==> config.mk <==
export PLATFORM = sky130hd
export DESIGN_NAME = instruction_fetch_unit
export DESIGN_NICKNAME = d
export VERILOG_FILES = /design/src/rtl/riscv_pkg.sv /design/src/rtl/instruction_fetch_unit_fetch_buffer.sv /design/src/rtl/instruction_fetch_unit.sv
export SDC_FILE = /design/constraint.sdc
export NUM_CORES = 1
export LEC_CHECK = 0
export CAP_MARGIN = 20
export CORE_ASPECT_RATIO = 0.6
export CORE_UTILIZATION = 35
export DETAILED_ROUTE_END_ITERATION = 7
export HOLD_SLACK_MARGIN = 0.12
export PLACE_DENSITY_LB_ADDON = 0.12
export SLEW_MARGIN = 20
export SYNTH_ARGS = -nofsm -noshare
export SYNTH_HDL_FRONTEND = slang
export SYNTH_SLANG_ARGS = --single-unit
==> constraint.sdc <==
create_clock -name clk -period 8.5 [get_ports clk]
set_input_delay 2.55 -clock clk [delete_from_list [all_inputs] [get_ports clk]]
set_output_delay 2.55 -clock clk [all_outputs]
set_load 0.05 [all_outputs]
==> src/rtl/riscv_pkg.sv <==
// riscv_pkg
// Shared types and constants for the RISC-V core front end.
//   XLEN          : architectural register / address width
//   INST_BYTES    : bytes per instruction word (fetch stride)
//   fetch_entry_t : one buffered fetch result {pc, inst}
//   word_align()  : clears the byte-offset bits of an address
package riscv_pkg;

  localparam int XLEN       = 32;
  localparam int INST_BYTES = 4;

  typedef struct packed {
    logic [XLEN-1:0] pc;
    logic [XLEN-1:0] inst;
  } fetch_entry_t;

  function automatic logic [XLEN-1:0] word_align(input logic [XLEN-1:0] addr);
    return {addr[XLEN-1:2], 2'b00};
  endfunction

endpackage

==> src/rtl/instruction_fetch_unit_fetch_buffer.sv <==
// fetch_buffer
// Two-entry synchronous FIFO of fetch_entry_t holding returned instruction
// words until decode accepts them. The head is read straight from the
// storage registers, so a pushed word becomes visible the cycle after push.
// Ports:
//   clk, rst_n  : clock, asynchronous active-low reset
//   push        : write push_entry at the tail
//   push_entry  : entry to write
//   pop         : drop the head entry (ignored when empty)
//   flush       : empty the FIFO; wins over push and pop in the same cycle
//   occ         : number of valid entries (0..2)
//   head        : oldest entry (all-zero after reset)
module fetch_buffer
  import riscv_pkg::*;
(
  input  logic         clk,
  input  logic         rst_n,
  input  logic         push,
  input  fetch_entry_t push_entry,
  input  logic         pop,
  input  logic         flush,
  output logic [1:0]   occ,
  output fetch_entry_t head
);

  fetch_entry_t entry_reg [2];
  logic         wr_ptr_reg;
  logic         rd_ptr_reg;
  logic [1:0]   occ_reg;

  logic push_en;
  logic pop_en;

  assign push_en = push && !flush;
  assign pop_en  = pop && !flush && (occ_reg != 2'd0);

  genvar gi;
  generate
    for (gi = 0; gi < 2; gi++) begin : g_entry
      always_ff @(posedge clk or negedge rst_n) begin
        if (!rst_n) begin
          entry_reg[gi] <= '0;
        end else if (push_en && (wr_ptr_reg == 1'(gi))) begin
          entry_reg[gi] <= push_entry;
        end
      end
    end
  endgenerate

  always_ff @(posedge clk or negedge rst_n) begin
    if (!rst_n) begin
      wr_ptr_reg <= 1'b0;
      rd_ptr_reg <= 1'b0;
      occ_reg    <= 2'd0;
    end else if (flush) begin
      wr_ptr_reg <= 1'b0;
      rd_ptr_reg <= 1'b0;
      occ_reg    <= 2'd0;
    end else begin
      wr_ptr_reg <= wr_ptr_reg ^ push_en;
      rd_ptr_reg <= rd_ptr_reg ^ pop_en;
      occ_reg    <= occ_reg + {1'b0, push_en} - {1'b0, pop_en};
    end
  end

  assign occ  = occ_reg;
  assign head = entry_reg[rd_ptr_reg];

`ifndef SYNTHESIS
  // The issue rule upstream guarantees a slot for every response.
  a_no_overflow: assert property (@(posedge clk) disable iff (!rst_n)
    !(push_en && !pop_en && (occ_reg == 2'd2)));
`endif

endmodule

==> src/rtl/instruction_fetch_unit.sv <==
// instruction_fetch_unit
// Owns the program counter, issues word fetches over a grant/valid
// handshake, buffers returned words in a 2-entry FIFO and hands them to
// decode with valid/ready. A redirect reloads the PC, flushes the FIFO and
// arranges for every response still in flight to be discarded.
// Optional feature macro: IFU_STATS_EN adds fetch_count / flush_count.
// Ports:
//   clk, rst_n                 : clock, asynchronous active-low reset
//   imem_req/addr/gnt          : fetch request, word address, acceptance
//   imem_rvalid/rdata          : in-order response, one per grant
//   redirect_valid/redirect_pc : taken branch and its target
//   inst_valid/ready           : decode handshake
//   inst, inst_pc              : instruction word and its address
//   fetch_count, flush_count   : (IFU_STATS_EN only) handshake / redirect counters
module instruction_fetch_unit
  import riscv_pkg::*;
#(
  parameter logic [31:0] RESET_PC = 32'h0000_0000
) (
  input  logic        clk,
  input  logic        rst_n,
  output logic        imem_req,
  output logic [31:0] imem_addr,
  input  logic        imem_gnt,
  input  logic        imem_rvalid,
  input  logic [31:0] imem_rdata,
  input  logic        redirect_valid,
  input  logic [31:0] redirect_pc,
  output logic        inst_valid,
  input  logic        inst_ready,
  output logic [31:0] inst,
  output logic [31:0] inst_pc
`ifdef IFU_STATS_EN
  ,
  output logic [31:0] fetch_count,
  output logic [15:0] flush_count
`endif
);

  logic [XLEN-1:0] pc_reg, pc_next;
  logic [1:0]      out_reg, out_next;
  logic [1:0]      drop_reg, drop_next;

  logic            deq;
  logic            grant;
  logic [2:0]      in_flight;
  logic [XLEN-1:0] rsp_addr;

  logic            fb_push;
  fetch_entry_t    fb_push_entry;
  logic [1:0]      fb_occ;
  fetch_entry_t    fb_head;

  always_comb begin
    inst_valid = (fb_occ != 2'd0) && !redirect_valid;
    deq        = inst_valid && inst_ready;
    in_flight  = {1'b0, out_reg} + {1'b0, fb_occ} - {2'b00, deq};
    // rst_n gating keeps the request low for the whole reset period.
    imem_req   = rst_n && !redirect_valid && (in_flight < 3'd2);
    imem_addr  = pc_reg;
    grant      = imem_req && imem_gnt;

    // Live (non-dropped) requests are consecutive words ending at pc - 4,
    // and drops always come first, so the oldest outstanding request sits
    // out words below pc.
    rsp_addr   = pc_reg - {{(XLEN-4){1'b0}}, out_reg, 2'b00};

    fb_push            = imem_rvalid && (drop_reg == 2'd0) && !redirect_valid;
    fb_push_entry.pc   = rsp_addr;
    fb_push_entry.inst = imem_rdata;

    out_next = out_reg + {1'b0, grant} - {1'b0, imem_rvalid};

    drop_next = drop_reg;
    if (redirect_valid) begin
      // Everything still outstanding after this cycle belongs to the old path.
      drop_next = out_next;
    end else if (imem_rvalid && (drop_reg != 2'd0)) begin
      drop_next = drop_reg - 2'd1;
    end

    pc_next = pc_reg;
    if (redirect_valid) begin
      pc_next = word_align(redirect_pc);
    end else if (grant) begin
      pc_next = pc_reg + XLEN'(INST_BYTES);
    end
  end

  always_ff @(posedge clk or negedge rst_n) begin
    if (!rst_n) begin
      pc_reg   <= RESET_PC;
      out_reg  <= 2'd0;
      drop_reg <= 2'd0;
    end else begin
      pc_reg   <= pc_next;
      out_reg  <= out_next;
      drop_reg <= drop_next;
    end
  end

  fetch_buffer u_fetch_buffer (
    .clk        (clk),
    .rst_n      (rst_n),
    .push       (fb_push),
    .push_entry (fb_push_entry),
    .pop        (deq),
    .flush      (redirect_valid),
    .occ        (fb_occ),
    .head       (fb_head)
  );

  assign inst    = fb_head.inst;
  assign inst_pc = fb_head.pc;

`ifdef IFU_STATS_EN
  always_ff @(posedge clk or negedge rst_n) begin
    if (!rst_n) begin
      fetch_count <= '0;
      flush_count <= '0;
    end else begin
      if (deq) begin
        fetch_count <= fetch_count + 32'd1;
      end
      if (redirect_valid) begin
        flush_count <= flush_count + 16'd1;
      end
    end
  end
`endif

`ifndef SYNTHESIS
  // Responses never outnumber grants.
  a_rvalid_has_request: assert property (@(posedge clk) disable iff (!rst_n)
    !(imem_rvalid && (out_reg == 2'd0)));
`endif

endmodule

==> impl_summary.md <==
Die
The floorplan die area is 0.0238 mm2. The initial utilization of the core area, before any placement, comes to 0.362. The vertical die dimension is 120 um. The overall die width is 198 um. The number of rows in the core area is 42. The number of primary I/O pins is 168. The core area is 0.0224 mm2.

Worst setup path
The critical path is of the in2out type. Along the worst path, the maximum fanout reaches 4. The endpoint class of the critical path is an output port. STA puts the critical path data arrival time at 4.73 ns.

The required time of the worst setup path is 5.95 ns. The nature of the critical path startpoint is an input pin. The worst reg-to-reg setup slack is 4.74 ns.

Placement
The number of placed instances, taps included is 1178. Once detailed placement completed, the half-perimeter wirelength came to 14900 um. The count of buffers added on input and output ports is 161. The routability congestion estimate is 0.768. After detailed placement, the total cell area comes to 0.00997 mm2.

At the placement stage, the worst setup path has a slack of 1.25 ns.

Global routing
The initial antenna violation count is 0. The first global-routing pass estimated 34600 um of wire. Across every metal layer, demand over resource in global routing totals 0.193.

After global routing the overflow that remains totals 0. The number of global-route vias before repair is 6005. The maximum number of pins on one net before global-route repair is 67.

STA
Setup violations remaining at the end of the flow were counted as 0. The count of endpoints failing hold in the final timing report is 0. Clock skew on the completed layout was measured at 0.0108 ns. Setup repair after global routing left no endpoint under its margin.

The routed design could run at a clock period as short as 7.28 ns. At the pin with the least slew margin, the transition time is 0.834 ns. Headroom to the max-slew limit came out at 0.444. Adding up every negative setup slack in the final design gives 0 ns.

The fmax is 0.137 GHz. Dividing the final minimum period by the clock period gives 0.857. The worst-case hold slack is 0.501 ns. The total count of max-transition violations in the final report is 0. The setup slack after layout is 1.22 ns.

Clocking
The root cell of the clock tree is sky130_fd_sc_hd__clkbuf_16. The total number of clock tree sinks is 162. No sink is reached through more buffers than the 2 on the longest clock path. The count of instances resized after the clock tree is built is 0. The number of setup buffers added after CTS is 0.

The number of clock buffers added by TritonCTS is 17. TritonCTS built the clock tree. Clock latency on the worst-skew pair, taken at its later pin, is 0.43 ns. After clock tree synthesis, the clock-pin slew on the worst setup and hold paths is 0.06 ns. The maximum level of the CTS H-tree is 4. The number of hold buffers added after CTS was 0.

Final layout
The flip-flop count of the largest register after layout is 124. The number of antenna diodes in the final layout is 0. The total of fill cells in the finished design is 2149. The finished layout holds 1210 standard cells, fillers aside. The library cells used most frequently in the layout, excluding fill and tap cells, are 161 x sky130_fd_sc_hd__dfrtp_1, 158 x sky130_fd_sc_hd__clkdlybuf4s50_1, 124 x sky130_fd_sc_hd__mux2_2. The growth of design area from synthesis to finish is 30.2%.

In the final layout, the multi-input gates occupy 0.00377 mm2. The end-of-flow core utilization is 0.471. The layout net count is 973.

In the final layout, the share of cells above drive strength 1 is 0.194. The area taken by flip-flops and latches is 0.00406 mm2. Leaving out fill and tap cells, the most frequent cell in the layout is sky130_fd_sc_hd__dfrtp_1. With fillers left out, the area of the finished cells amounts to 0.0105 mm2.

Yosys
The distinct cell type count of the synthesized netlist is 47. The number of flops mapped to enable cells by yosys is 0. The sequential fraction of the synthesis area is 0.501. Counting flops and latches in the post-synthesis netlist gives 162. The number of synthesis warnings is 0. In this run the mean area of a mapped cell was 10.7 um2. After synthesis the cells add up to 0.00810 mm2.

The primary flip-flop cell chosen by synthesis mapping is sky130_fd_sc_hd__dfrtp_1. In the synthesized netlist the async set-or-reset flop fraction comes to 1.00. Synthesis produced a netlist whose cell count is 755.

Min path
The worst hold path class is reg2reg.

Detailed routing
After detailed routing, the average wire length per cell comes to 18.0 um. The total DRC errors in the routed layout is 0. The detailed router placed 5977 vias in this run. The count of nets left with antenna violations after detail routing is 0. In the routed layout, each cell is associated on average with a via count of 4.94.

For this block, the initial DRC count from the detailed router was 355. For this block, the routed nets add up to 21800 um of wire. The number of iterations in the first detailed-routing pass is 5.

Outcome
The run finished with clean final reports.

Power and ir drop
Total power for the finished layout comes to 3.95 mW. The worst IR drop on VDD is 0.144 mV. Summed over all cells, the static leakage comes to 4.28 nW.

The power density relative to cell area is 374 mW/mm2.

Job
The tool flagged a number of max-cap violations equal to 0.
cell families (layout without fill, tap and decap cells):
logic type,after synthesis,count (layout),share of synthesized area
simple gates,215,215,0.131
flops,162,162,0.501
mux,129,129,0.179
compound gates,106,106,0.0728
buf+inv,78,222,0.0391
xor+xnor,50,50,0.0541
fa+ha+maj,14,14,0.0235
other cells,1,4,0.000463
synth_stat cells (all sizes together), types with 2 or more instances:
cell type / count / area share
a311oi: 3 / 0.0032
nor3: 11 / 0.0068
and2: 3 / 0.0023
or4: 5 / 0.0046
o211ai: 2 / 0.0019
or2: 2 / 0.0015
buf: 7 / 0.0062
nand2b: 7 / 0.0054
mux2i: 5 / 0.0062
nand4: 9 / 0.0070
inv: 21 / 0.0097
dfrtp: 162 / 0.50
fa: 2 / 0.0049
xnor2: 24 / 0.026
a31oi: 4 / 0.0031
nor2: 73 / 0.034
and3: 7 / 0.0054
clkbuf: 50 / 0.023
nand3b: 3 / 0.0028
ha: 12 / 0.019
a221o: 2 / 0.0025
a21oi: 55 / 0.034
o311ai: 2 / 0.0022
xor2: 26 / 0.028
nor2b: 5 / 0.0039
mux2: 124 / 0.17
nand4b: 4 / 0.0043
o21ai: 32 / 0.020
nor4: 13 / 0.012
or3: 8 / 0.0062
nand3: 21 / 0.013
nand2: 41 / 0.019
final cells by class:
cell class,instances,area share
flip-flops and latches,162,0.385
multi-input cells,518,0.357
repair buffers,169,0.159
clock buffers,19,0.0430
well taps,308,0.0365
clock inverters,13,0.0119
inverters,21,0.00748
critical path, cell delays in order:
cell and delay, ns:
sky130_fd_sc_hd__clkdlybuf4s50_1 0.39, sky130_fd_sc_hd__nand2_1 0.12, sky130_fd_sc_hd__inv_1 0.06, sky130_fd_sc_hd__ha_1 0.26
sky130_fd_sc_hd__nand2b_1 0.15, sky130_fd_sc_hd__fa_1 0.38, sky130_fd_sc_hd__xnor2_1 0.19, sky130_fd_sc_hd__nor4bb_2 0.43
sky130_fd_sc_hd__buf_12 0.19
routing by layer:
metal | vias to the layer above | wire length, um | track usage | part of all wire
li1 | 2894 | - | - | -
met1 | 2938 | 12300 | 0.315 | 0.56
met2 | 136 | 8550 | 0.251 | 0.39
met3 | 9 | 833 | 0.0396 | 0.038
met4 | 0 | 109 | 0.0446 | 0.0050
met5 | - | 0 | 0 | 0
where the power goes:
part,internal (mW),switching [mW],total [mW]
Combinational,0.764,1.17,1.94
Clock,0.424,0.332,0.756
Sequential,1.07,0.187,1.25
Total,2.26,1.69,3.95
final timing paths:
check / from / end / depth (start not counted)
max in group asynchronous: rst_n / u_fetch_buffer.entry_reg[43] / 3
max reg2reg: u_fetch_buffer.occ[1] / drop_reg[1] / 17
min in group asynchronous: rst_n / u_fetch_buffer.entry_reg[7] / 1
max: inst_ready / imem_req / 9
min reg2reg: u_fetch_buffer.entry_reg[16] / u_fetch_buffer.entry_reg[16] / 1
min: u_fetch_buffer.entry_reg[16] / u_fetch_buffer.entry_reg[16] / 1
No activity file was read; power rests on OpenSTA's default activity.
